===== src/rtl/uf_pkg.sv =====
// Shared definitions for the union-find request scheduler: engine op codes,
// scheduler FSM encoding and the default label width.
package uf_pkg;

  localparam int UF_ADDR_WIDTH = 8;

  localparam logic [1:0] UF_OP_FIND  = 2'b00;
  localparam logic [1:0] UF_OP_UNION = 2'b01;

  typedef enum logic [1:0] {
    S_IDLE  = 2'd0,
    S_ISSUE = 2'd1,
    S_WAIT  = 2'd2
  } uf_state_t;

endpackage


===== src/rtl/uf_sched_if.sv =====
// Request, result and engine-port signals of the union-find scheduler.
// The slave modport is the scheduler's view; master is the surrounding logic.
interface uf_sched_if import uf_pkg::*; #(
  parameter int ADDR_WIDTH = UF_ADDR_WIDTH
) ();

  logic                  uq_valid;
  logic                  uq_ready;
  logic [ADDR_WIDTH-1:0] uq_a;
  logic [ADDR_WIDTH-1:0] uq_b;

  logic                  fq_valid;
  logic                  fq_ready;
  logic [ADDR_WIDTH-1:0] fq_node;

  logic                  fr_valid;
  logic [ADDR_WIDTH-1:0] fr_root;

  logic                  uf_start;
  logic [1:0]            uf_op;
  logic [ADDR_WIDTH-1:0] uf_node1;
  logic [ADDR_WIDTH-1:0] uf_node2;
  logic [ADDR_WIDTH-1:0] uf_result;
  logic                  uf_done;

  modport slave (
    input  uq_valid, uq_a, uq_b, fq_valid, fq_node, uf_result, uf_done,
    output uq_ready, fq_ready, fr_valid, fr_root, uf_start, uf_op, uf_node1, uf_node2
  );

  modport master (
    output uq_valid, uq_a, uq_b, fq_valid, fq_node, uf_result, uf_done,
    input  uq_ready, fq_ready, fr_valid, fr_root, uf_start, uf_op, uf_node1, uf_node2
  );

endinterface


===== src/rtl/uf_req_fifo.sv =====
// Synchronous FIFO buffering union requests; a push into a full FIFO is
// accepted only when a pop happens in the same cycle.
module uf_req_fifo #(
  parameter int WIDTH = 16,
  parameter int DEPTH = 4
) (
  input  logic             clk,
  input  logic             rst_n,
  input  logic             push,
  input  logic [WIDTH-1:0] wdata,
  input  logic             pop,
  output logic [WIDTH-1:0] rdata,
  output logic             full,
  output logic             empty
);

  localparam int PW = $clog2(DEPTH);

  logic [WIDTH-1:0] mem_q [DEPTH];
  logic [WIDTH-1:0] mem_d [DEPTH];
  logic [PW-1:0]    wr_ptr_q, wr_ptr_d;
  logic [PW-1:0]    rd_ptr_q, rd_ptr_d;
  logic [PW:0]      count_q, count_d;
  logic             do_push, do_pop;

  assign full    = (count_q == (PW+1)'(DEPTH));
  assign empty   = (count_q == '0);
  assign rdata   = mem_q[rd_ptr_q];
  assign do_pop  = pop && !empty;
  assign do_push = push && (!full || do_pop);

  always_comb begin
    mem_d    = mem_q;
    wr_ptr_d = wr_ptr_q;
    rd_ptr_d = rd_ptr_q;
    count_d  = count_q;
    if (do_push) begin
      mem_d[wr_ptr_q] = wdata;
      wr_ptr_d        = wr_ptr_q + 1'b1;
    end
    if (do_pop) begin
      rd_ptr_d = rd_ptr_q + 1'b1;
    end
    if (do_push && !do_pop) begin
      count_d = count_q + 1'b1;
    end else if (!do_push && do_pop) begin
      count_d = count_q - 1'b1;
    end
  end

  always_ff @(posedge clk or negedge rst_n) begin
    if (!rst_n) begin
      mem_q    <= '{default: '0};
      wr_ptr_q <= '0;
      rd_ptr_q <= '0;
      count_q  <= '0;
    end else begin
      mem_q    <= mem_d;
      wr_ptr_q <= wr_ptr_d;
      rd_ptr_q <= rd_ptr_d;
      count_q  <= count_d;
    end
  end

endmodule


===== src/rtl/uf_sched.sv =====
// Serialises buffered unions and relabel finds onto the single union-find
// engine port; every accepted union is merged before a later find is issued.
//
// state   | meaning
// S_IDLE  | nothing in flight; pop a union or accept a find
// S_ISSUE | operands latched, uf_start pulsed this cycle
// S_WAIT  | operands held until the engine signals uf_done
module uf_sched import uf_pkg::*; #(
  parameter int ADDR_WIDTH = UF_ADDR_WIDTH,
  parameter int FIFO_DEPTH = 4,
  parameter int CNT_WIDTH  = 16
) (
  input  logic                 clk,
  input  logic                 reset_n,
  uf_sched_if.slave            bus,
  output logic                 idle,
  output logic [CNT_WIDTH-1:0] union_cnt,
  output logic [CNT_WIDTH-1:0] drop_cnt
);

  uf_state_t             state_q, state_d;
  logic [1:0]            op_q, op_d;
  logic [ADDR_WIDTH-1:0] node1_q, node1_d;
  logic [ADDR_WIDTH-1:0] node2_q, node2_d;
  logic                  fr_valid_q, fr_valid_d;
  logic [ADDR_WIDTH-1:0] fr_root_q, fr_root_d;
  logic                  rdy_q, rdy_d;
  logic [CNT_WIDTH-1:0]  union_cnt_q, union_cnt_d;
  logic [CNT_WIDTH-1:0]  drop_cnt_q, drop_cnt_d;

  logic                    fifo_push, fifo_pop, fifo_full, fifo_empty;
  logic [2*ADDR_WIDTH-1:0] fifo_rdata;
  logic                    u_accept, u_self;

  // rdy_q keeps both request channels closed until the first edge after reset
  assign bus.uq_ready = rdy_q && !fifo_full;
  assign u_self       = (bus.uq_a == bus.uq_b);
  assign u_accept     = bus.uq_valid && bus.uq_ready;
  assign fifo_push    = u_accept && !u_self;

  // A find may not slip past a real union offered in the same cycle
  assign bus.fq_ready = rdy_q && (state_q == S_IDLE) && fifo_empty
                        && !(bus.uq_valid && !u_self);

  uf_req_fifo #(
    .WIDTH (2*ADDR_WIDTH),
    .DEPTH (FIFO_DEPTH)
  ) u_fifo (
    .clk   (clk),
    .rst_n (reset_n),
    .push  (fifo_push),
    .wdata ({bus.uq_a, bus.uq_b}),
    .pop   (fifo_pop),
    .rdata (fifo_rdata),
    .full  (fifo_full),
    .empty (fifo_empty)
  );

  always_comb begin
    state_d     = state_q;
    op_d        = op_q;
    node1_d     = node1_q;
    node2_d     = node2_q;
    fr_valid_d  = 1'b0;
    fr_root_d   = fr_root_q;
    rdy_d       = 1'b1;
    union_cnt_d = union_cnt_q;
    drop_cnt_d  = drop_cnt_q;
    fifo_pop    = 1'b0;

    if (u_accept && u_self && (drop_cnt_q != '1)) begin
      drop_cnt_d = drop_cnt_q + 1'b1;
    end

    unique case (state_q)
      S_IDLE: begin
        if (!fifo_empty) begin
          fifo_pop = 1'b1;
          op_d     = UF_OP_UNION;
          node1_d  = fifo_rdata[2*ADDR_WIDTH-1:ADDR_WIDTH];
          node2_d  = fifo_rdata[ADDR_WIDTH-1:0];
          state_d  = S_ISSUE;
        end else if (bus.fq_valid && bus.fq_ready) begin
          op_d    = UF_OP_FIND;
          node1_d = bus.fq_node;
          node2_d = '0;
          state_d = S_ISSUE;
        end
      end
      S_ISSUE: begin
        state_d = S_WAIT;
      end
      S_WAIT: begin
        if (bus.uf_done) begin
          state_d = S_IDLE;
          if (op_q == UF_OP_FIND) begin
            fr_valid_d = 1'b1;
            fr_root_d  = bus.uf_result;
          end else if (union_cnt_q != '1) begin
            union_cnt_d = union_cnt_q + 1'b1;
          end
        end
      end
      default: begin
        state_d = S_IDLE;
      end
    endcase
  end

  always_ff @(posedge clk or negedge reset_n) begin
    if (!reset_n) begin
      state_q     <= S_IDLE;
      op_q        <= UF_OP_FIND;
      node1_q     <= '0;
      node2_q     <= '0;
      fr_valid_q  <= 1'b0;
      fr_root_q   <= '0;
      rdy_q       <= 1'b0;
      union_cnt_q <= '0;
      drop_cnt_q  <= '0;
    end else begin
      state_q     <= state_d;
      op_q        <= op_d;
      node1_q     <= node1_d;
      node2_q     <= node2_d;
      fr_valid_q  <= fr_valid_d;
      fr_root_q   <= fr_root_d;
      rdy_q       <= rdy_d;
      union_cnt_q <= union_cnt_d;
      drop_cnt_q  <= drop_cnt_d;
    end
  end

  assign bus.uf_start = (state_q == S_ISSUE);
  assign bus.uf_op    = op_q;
  assign bus.uf_node1 = node1_q;
  assign bus.uf_node2 = node2_q;
  assign bus.fr_valid = fr_valid_q;
  assign bus.fr_root  = fr_root_q;
  assign idle         = fifo_empty && (state_q == S_IDLE);
  assign union_cnt    = union_cnt_q;
  assign drop_cnt     = drop_cnt_q;

endmodule


===== src/flat_wrapper.sv =====
// flat-port wrapper written by rule: the top's interface ports become plain ports
module uf_sched_flat import uf_pkg::*;
#(
  parameter int ADDR_WIDTH = UF_ADDR_WIDTH,
  parameter int FIFO_DEPTH = 4,
  parameter int CNT_WIDTH  = 16
)
  (clk, reset_n, idle, union_cnt, drop_cnt, bus_uq_valid, bus_uq_a, bus_uq_b, bus_fq_valid, bus_fq_node, bus_uf_result, bus_uf_done, bus_uq_ready, bus_fq_ready, bus_fr_valid, bus_fr_root, bus_uf_start, bus_uf_op, bus_uf_node1, bus_uf_node2);
  uf_sched_if #(.ADDR_WIDTH(ADDR_WIDTH)) bus_i ();
  input  logic clk;
  input  logic reset_n;
  output logic idle;
  output logic [CNT_WIDTH-1:0] union_cnt;
  output logic [CNT_WIDTH-1:0] drop_cnt;
  input wire logic [$bits(bus_i.uq_valid)-1:0] bus_uq_valid;
  input wire logic [$bits(bus_i.uq_a)-1:0] bus_uq_a;
  input wire logic [$bits(bus_i.uq_b)-1:0] bus_uq_b;
  input wire logic [$bits(bus_i.fq_valid)-1:0] bus_fq_valid;
  input wire logic [$bits(bus_i.fq_node)-1:0] bus_fq_node;
  input wire logic [$bits(bus_i.uf_result)-1:0] bus_uf_result;
  input wire logic [$bits(bus_i.uf_done)-1:0] bus_uf_done;
  output wire logic [$bits(bus_i.uq_ready)-1:0] bus_uq_ready;
  output wire logic [$bits(bus_i.fq_ready)-1:0] bus_fq_ready;
  output wire logic [$bits(bus_i.fr_valid)-1:0] bus_fr_valid;
  output wire logic [$bits(bus_i.fr_root)-1:0] bus_fr_root;
  output wire logic [$bits(bus_i.uf_start)-1:0] bus_uf_start;
  output wire logic [$bits(bus_i.uf_op)-1:0] bus_uf_op;
  output wire logic [$bits(bus_i.uf_node1)-1:0] bus_uf_node1;
  output wire logic [$bits(bus_i.uf_node2)-1:0] bus_uf_node2;
  assign bus_i.uq_valid = bus_uq_valid;
  assign bus_i.uq_a = bus_uq_a;
  assign bus_i.uq_b = bus_uq_b;
  assign bus_i.fq_valid = bus_fq_valid;
  assign bus_i.fq_node = bus_fq_node;
  assign bus_i.uf_result = bus_uf_result;
  assign bus_i.uf_done = bus_uf_done;
  assign bus_uq_ready = bus_i.uq_ready;
  assign bus_fq_ready = bus_i.fq_ready;
  assign bus_fr_valid = bus_i.fr_valid;
  assign bus_fr_root = bus_i.fr_root;
  assign bus_uf_start = bus_i.uf_start;
  assign bus_uf_op = bus_i.uf_op;
  assign bus_uf_node1 = bus_i.uf_node1;
  assign bus_uf_node2 = bus_i.uf_node2;
  uf_sched #(.ADDR_WIDTH(ADDR_WIDTH), .FIFO_DEPTH(FIFO_DEPTH), .CNT_WIDTH(CNT_WIDTH)) u_core (.clk(clk), .reset_n(reset_n), .bus(bus_i), .idle(idle), .union_cnt(union_cnt), .drop_cnt(drop_cnt));
endmodule

===== config.mk =====
export PLATFORM = sky130hd
export DESIGN_NAME = uf_sched_flat
export DESIGN_NICKNAME = d
export VERILOG_FILES = /design/src/rtl/uf_pkg.sv /design/src/rtl/uf_sched_if.sv /design/src/rtl/uf_req_fifo.sv /design/src/rtl/uf_sched.sv /design/src/flat_wrapper.sv
export SDC_FILE = /design/constraint.sdc
export NUM_CORES = 1
export LEC_CHECK = 0
export ABC_AREA = 0
export CAP_MARGIN = 25
export CORE_AREA = 2 2 116 118
export DETAILED_ROUTE_END_ITERATION = 6
export DIE_AREA = 0 0 118 120
export GPL_TIMING_DRIVEN = 0
export PLACE_DENSITY = 0.75
export SYNTH_ARGS = -nofsm -noshare
export SYNTH_HDL_FRONTEND = slang
export SYNTH_HIERARCHICAL = 1
export SYNTH_SLANG_ARGS = --single-unit

===== constraint.sdc =====
create_clock -name clk -period 2.87 [get_ports clk]
set_input_delay 0.574 -clock clk [delete_from_list [all_inputs] [get_ports clk]]
set_output_delay 0.574 -clock clk [all_outputs]
set_load 0.05 [all_outputs]

==> reports/qor.yml, run 1 <==
cts:
  cts_hold_buf: 0
  tritoncts: "built"
  clock-root-buffer: "clkbuf_16"
  htree_levels: 4
  clock_latency_ps: 420
  cts_buffers: 17
  clock_sink_count: 132
  clk_pin_slew_worst_paths_ps: 60
  cts.path.max_buffers: 2
setup_path:
  rr_worst_depth: 11
  crit_fanout: 5
  required_ps: 2300
  crit_start: "bus_uq_a[1]"
  start_kind: "input port"
  endpoint_kind: "output port"
  regToRegEndpoint: "u_core/u_fifo/count_q[1]"
  crit_type: "input port to output port"
  rrSetupSlack_ps: 110
  critical_path.endpoint: "bus_fq_ready"
  r2r-start: "u_core/u_fifo/count_q[1]"
  critical_path_arrival_ps: 2240
global_route:
  overflow: 0
  grt_pass1_vias: 4168
  antenna_found_initial: 1
  grt_pass1_wl_um: 21600
  grt_usage_pct: 19.8
  grt_start_max_net_pins: 101
die:
  floorplan.rows: 42
  start_util_pct: 46.7
  die-area_um2: 14200
  ioPinCount: 100
  die_h_um: 120
  core-area_um2: 13000
  die-width_um: 118
logic_synthesis:
  synth_area_um2: 6060
  synth_flop_cell: "dfrtp_1"
  synth.avg_cell_area_um2: 13.9
  netlist_instances: 436
  synth_seq_cells: 132
  syn-num-nets: 481
  seq_area_frac_synth_pct: 54.5
  post-synth-top-area-fraction_pct: 54.5
  ys_types: 43
  yosysTopAreaCell: "dfrtp_1"
  synth-edff-count: 0
  yosysWarnings: 6
  synth.top_cells.by_area: "dfrtp_1 55%, mux2_2 17%, mux4_2 5.9%"
  async_reset_ff_share_pct: 100
final_layout:
  design_area_um2: 7980
  drive_above_1_share_pct: 32.5
  layout.nets: 604
  antennaDiodeCount: 0
  synthToLayoutAreaGrowth_pct: 31.8
drt:
  vias: 3958
  routed_wirelength_um: 13100
  wl_per_cell_um: 17.5
  firstDrtPassIters: 4
  drc: 0
  detail-route-antenna-nets: 0
  dr.first_iter.drc_count: 252
  avgViaCountPerCell: 5.29
min_path:
  min_path_type: "input port to asynchronous set/reset pin"
sta:
  fin_skew_ps: 10.1
  fmax_mhz: 355
  period_minus_slack_ps: 2820
  drv_slew: 0
  hold_viol_final: 0
  worst_pin_slew_ps: 752
  setup_viol: 0
  timing.final.ws_setup_ps: 54.4
  min_period_over_period_pct: 98.1
  slew_headroom_pct: 49.7
run_status:
  status: "finished, final reports clean"
power:
  leakagePower_nw: 3.42
  p_per_area_nw_per_um2: 1080
  ir_worst_vdd_v: 0.000719
placed_design:
  place_congestion: 0.830
  numPortBuffers: 98
  dp_slack_ps: -652
  placed_area_um2: 7320
  dp_hpwl_um: 9030
flow_run:
  maxCapViolCount: 0
[critical path, stage by stage]
cell	delay [ps]
clkdlybuf4s50_1	620
xor2_1	160
nor4_4	390
a21boi_2	130
nor2_1	120
clkbuf_4	240
[area by class of cell]
cell class | instances | area [µm²]
clock buffer | 19 | 453
multi-input combinational | 283 | 2670
buffer | 14 | 118
clock inverter | 13 | 134
fill | 1060 | 5000
inverter | 7 | 28.8
timing repair buffer | 104 | 1050
tap | 176 | 220
sequential | 132 | 3310
[power by group]
group / switching [W] / total [W] / internal (W) / leakage, nW
sequential: 0.000436 / 0.00302 / 0.00259 / 1.64
combinational: 0.00178 / 0.00349 / 0.00172 / 1.50
clock: 0.000789 / 0.00211 / 0.00132 / 0.284
total: 0.00300 / 0.00862 / 0.00562 / 3.42
[cell families (layout without fill, tap and decap cells)]
logic type,count (synthesis),in the layout,share of synthesized area (%)
fa+ha+maj,8,8,1.78
other cells,2,2,0.124
xor+xnor,43,43,6.22
compound gates,6,6,0.661
simple gates,115,115,11.4
buf+inv,21,157,2.11
flops,132,132,54.5
mux,109,109,23.2
[metrics by stage]
stage	std cells	hold slack, ps	setup TNS, ps	utilization, %	total power (W)
2_1_floorplan	436	278	-30.2	-	0.00548
3_3_place_gp	710	475	-515520	56.2	0.00636
3_5_place_dp	711	484	-13870	56.4	0.00650
4_1_cts	745	31.7	-157	61.1	0.00867
5_1_grt	748	45.5	-14.1	61.5	0.00908
6_report	748	41.0	0	61.5	0.00862
[worst min path at each step]
| stage | slack (ps) | start | to |
|---|---|---|---|
| after floorplan | 280 | reset_n | u_core/bus.fr_root[0] |
| after global placement | 480 | u_core/drop_cnt[12] | u_core/drop_cnt[12] |
| after detailed placement | 480 | reset_n | u_core/bus.fr_root[2] |
| after CTS | 30 | reset_n | u_core/bus.fr_root[2] |
| after global routing | 50 | reset_n | u_core/union_cnt[9] |
| final | 40 | reset_n | u_core/union_cnt[9] |
[per-layer routing]
layer / share of wire [%] / track usage [%]
met5: 0.099 / 0
met2: 50 / 33.5
met3: 4.7 / 5.28
met4: 1.2 / 7.23
met1: 44 / 24.6
[state kept, by name, summed over array words and instances, names as in the netlist, 3 cells and up]
signal                 cells
u_core/bus.uf_node2        8
u_core/u_fifo/mem_q       64
u_core/u_fifo/count_q      3
u_core/bus.uf_node1        8
u_core/drop_cnt           16
u_core/bus.fr_root         8
u_core/union_cnt          16
[layout by cell type, fill, tap and decap left out, types with 4 or more instances in the layout]
cell type	instances
nor2_1	25
nor2_2	4
nand4_1	8
mux2_2	91
nand2_1	15
mux4_2	16
clkinv_2	5
nor3b_1	6
nand3_1	10
inv_1	6
clkbuf_16	17
dfrtp_1	129
nor3_1	14
buf_6	5
ha_1	6
and3_1	5
xnor2_1	17
xor2_1	26
buf_4	8
nor4_2	5
clkbuf_8	4
clkdlybuf4s50_1	93
[what timing repair did]
| action | 4_1_cts | 5_1_grt |
|---|---|---|
| buffers inserted | 2 | 3 |
| setup endpoints to repair | 4 | 3 |
| gates cloned | 0 | 0 |
| gates resized for setup | 6 | 10 |
| pin swaps | 1 | 2 |
[synthesized netlist by cell type (2+ instances only)]
cell	count
dfrtp_1	132
mux2_2	91
xor2_1	26
nor2_1	25
xnor2_1	17
mux4_2	16
nand2_1	15
nor3_1	15
nand3_1	10
nand4_1	8
ha_1	7
nor3b_1	7
nor4_2	7
inv_1	6
and3_1	5
buf_2	4
nor2_2	4
a21oi_1	3
buf_4	3
buf_6	3
clkbuf_1	3
or3_1	3
conb_1	2
nand2b_1	2
nor2b_1	2
nor4_1	2
nor4b_1	2
Note: power is estimated with default switching activity, not from simulation.
==> run 2: changes to the inputs <==
Settings changed: SETUP_SLACK_MARGIN from default to 0.15.
==> run 2 against run 1 <==
  * Non-clock buffer count up 9
  * Register-to-register slack better by 150 ps
  * Clock power down 9%
  * Largest cell class unchanged
==> reports/qor.yml, run 2 (synthesis gave the netlist of run 1 again) <==
drt:
  wl_met3_um: 662  # +8.2%
  wl_per_cell_um: 17.5  # about the same
  dr.first_iter.drc_count: 201  # -20%
  routed_wirelength_um: 13300  # +1.3%
  avgViaCountPerCell: 5.21  # -1.6%
  firstDrtPassIters: 4  # unchanged
  drc: 0  # unchanged
  top_layer: "met4"
  vias: 3948  # -0.25%
  detail-route-antenna-nets: 0  # unchanged
  routed-wl-met2_um: 6720  # +1.7%
  wl_met1_um: 5640  # -1.0%
cts:
  cts_buffers: 17  # unchanged
  clock_latency_ps: 410  # about the same
  cts_hold_buf: 0  # unchanged
  tritoncts: "built"
  clock_sink_count: 132  # unchanged
  clock-root-buffer: "clkbuf_16"
  htree_levels: 4  # unchanged
  clk_pin_slew_worst_paths_ps: 50  # about the same
  cts.path.max_buffers: 2  # unchanged
global_route:
  grt_pass1_wl_um: 21600  # about the same
  grt_pass1_vias: 4158  # -0.24%
  grt_start_max_net_pins: 98  # -3.0%
  antenna_found_initial: 2  # +1
  overflow: 0  # unchanged
  grt_usage_pct: 19.8  # about the same
setup_path:
  endpoint_kind: "flop"
  required_ps: 3200  # +900 ps
  regToRegEndpoint: "u_core/u_fifo/count_q[1]"
  critical_path.endpoint: "u_core/u_fifo/count_q[2]"
  crit_type: "input port to flop"
  start_kind: "input port"
  rr_worst_depth: 11  # unchanged
  crit_fanout: 5  # unchanged
  critical_path_arrival_ps: 3050  # +810 ps
  rrSetupSlack_ps: 260  # +150 ps
  r2r-start: "u_core/u_fifo/count_q[1]"
  crit_start: "bus_uq_a[6]"
placed_design:
  dp_hpwl_um: 8880  # -1.6%
  placed_cells: 711  # unchanged
  place_congestion: 0.835  # +0.54%
  numPortBuffers: 98  # unchanged
  placed_area_um2: 7340  # +0.24%
final_layout:
  layout.nets: 613  # +1.5%
  final_common_cell: "dfrtp_1"
  synthToLayoutAreaGrowth_pct: 33.1
  design_area_um2: 8060  # +1.0%
  final_cells: 758  # +1.3%
  largest_register: "u_core/u_fifo/mem_q"
  layout_common_cells: "130 x dfrtp_1, 91 x mux2_2, 83 x clkdlybuf4s50_1"
  largest_register_ffs: 64  # unchanged
  drive_above_1_share_pct: 33.4  # +0.93 points
sta:
  period_minus_slack_ps: 2710  # -103 ps
  hold_viol_final: 0  # unchanged
  fin_skew_ps: 5.79  # -4.29 ps
  holdWs_ps: 54.6  # +13.6 ps
  rsz0062_at_grt: "true"
  worst_pin_slew_ps: 861  # +109 ps
  min_period_over_period_pct: 94.5  # -3.6 points
  drv_slew: 0  # unchanged
  slew_headroom_pct: 42.4  # -7.3 points
  setup_viol: 0  # unchanged
  fmax_mhz: 369  # +3.8%
power:
  pwr-share-clk_pct: 22.4  # -2.0 points
  p_per_area_nw_per_um2: 1060  # -1.8%
  p_int_w: 0.00556  # -1.1%
  leakagePower_nw: 3.52  # +2.8%
  combinationalPowerShare_pct: 42.5  # +2.0 points
  p_seq_share_pct: 35.1  # about the same
  p_sw_w: 0.00299  # -0.32%
  ir_worst_vdd_v: 0.000643  # -11%
  sw_frac_of_total_pct: 35.0  # +0.18 points
flow_run:
  maxCapViolCount: 0  # unchanged
die:
  floorplan.rows: 42  # unchanged
  start_util_pct: 46.7  # unchanged
  ioPinCount: 100  # unchanged
  die-area_um2: 14200  # unchanged
  die_h_um: 120  # unchanged
  die-width_um: 118  # unchanged
  core-area_um2: 13000  # unchanged
min_path:
  min_path_type: "input port to asynchronous set/reset pin"
run_status:
  status: "finished, final reports clean"
-- run 2: changes by cell type in the layout (fill, tap and decap cells not counted), sizes merged --
cell | previous run | this run
clkdlybuf4s50 | 93 | 83
clkinvlp | 3 | 0
dlygate4sd2 | 1 | 5
clkinv | 8 | 5
dlymetal6s2s | 2 | 8
bufinv | 2 | 0
diode | 0 | 2
buf | 17 | 28
clkbuf | 24 | 29
-- run 2: critical path, stage by stage --
cell and delay (ps):
clkdlybuf4s50_1 620, xor2_2 240, nor4_4 60, buf_4 160
a21oi_2 210, and2b_2 210, ha_4 140, inv_2 40
fa_1 370, xor2_1 150, nor2_1 110, xor2_1 150
-- run 2: worst min path at each step --
stage	endpoint	slack [ps]	cells past startpoint
floorplan	u_core/bus.fr_root[0]	280	0
global placement	u_core/drop_cnt[12]	480	1
CTS	u_core/union_cnt[15]	50	1
detailed placement	u_core/bus.fr_root[6]	490	1
global route	u_core/bus.fr_root[6]	60	1
finish	u_core/union_cnt[15]	50	1
-- run 2: metal layers --
metal,vias to the layer above,GRT usage (%)
met1,2005,24.9
li1,1828,-
met4,0,7.38
met3,17,4.99
met2,98,33.4
met5,-,0
-- run 2: final cells by class --
cell class | count | area (µm²)
multi-input combinational | 283 | 2730
tap | 176 | 220
fill | 1029 | 4920
buffer | 14 | 119
antenna | 2 | 5.00
clock inverter | 5 | 25.0
sequential | 132 | 3310
inverter | 7 | 33.8
clock buffer | 26 | 499
timing repair buffer | 113 | 1130
-- run 2: stage by stage --
step | TNS (ps) | worst slack, ps | total power, W | utilization [%]
floorplan | 0 | 58.5 | 0.00551 | -
global placement | -507630 | -4230 | 0.00638 | 56.3
detailed placement | -14080 | -687 | 0.00652 | 56.5
CTS | 0 | 146 | 0.00856 | 61.4
global route | 0 | 92.9 | 0.00901 | 62.1
finish | 0 | 157 | 0.00855 | 62.1
-- run 2: power by group through the flow --
stage / logic [W] / clock network [W] / registers (W)
finish: 0.00363 / 0.00192 / 0.00300
global route: 0.00388 / 0.00204 / 0.00310
CTS: 0.00359 / 0.00197 / 0.00300
detailed placement: 0.00350 / 0 / 0.00303
global placement: 0.00340 / 0 / 0.00298
floorplan: 0.00195 / 0 / 0.00356
-- run 2: repair_timing --
item | 4_1_cts | 5_1_grt
resized for setup | 21 | 12
setup buffers | 8 | 6
cloned | 0 | 0
endpoints found under the setup margin | 12 | 44
pin swaps | 5 | 4
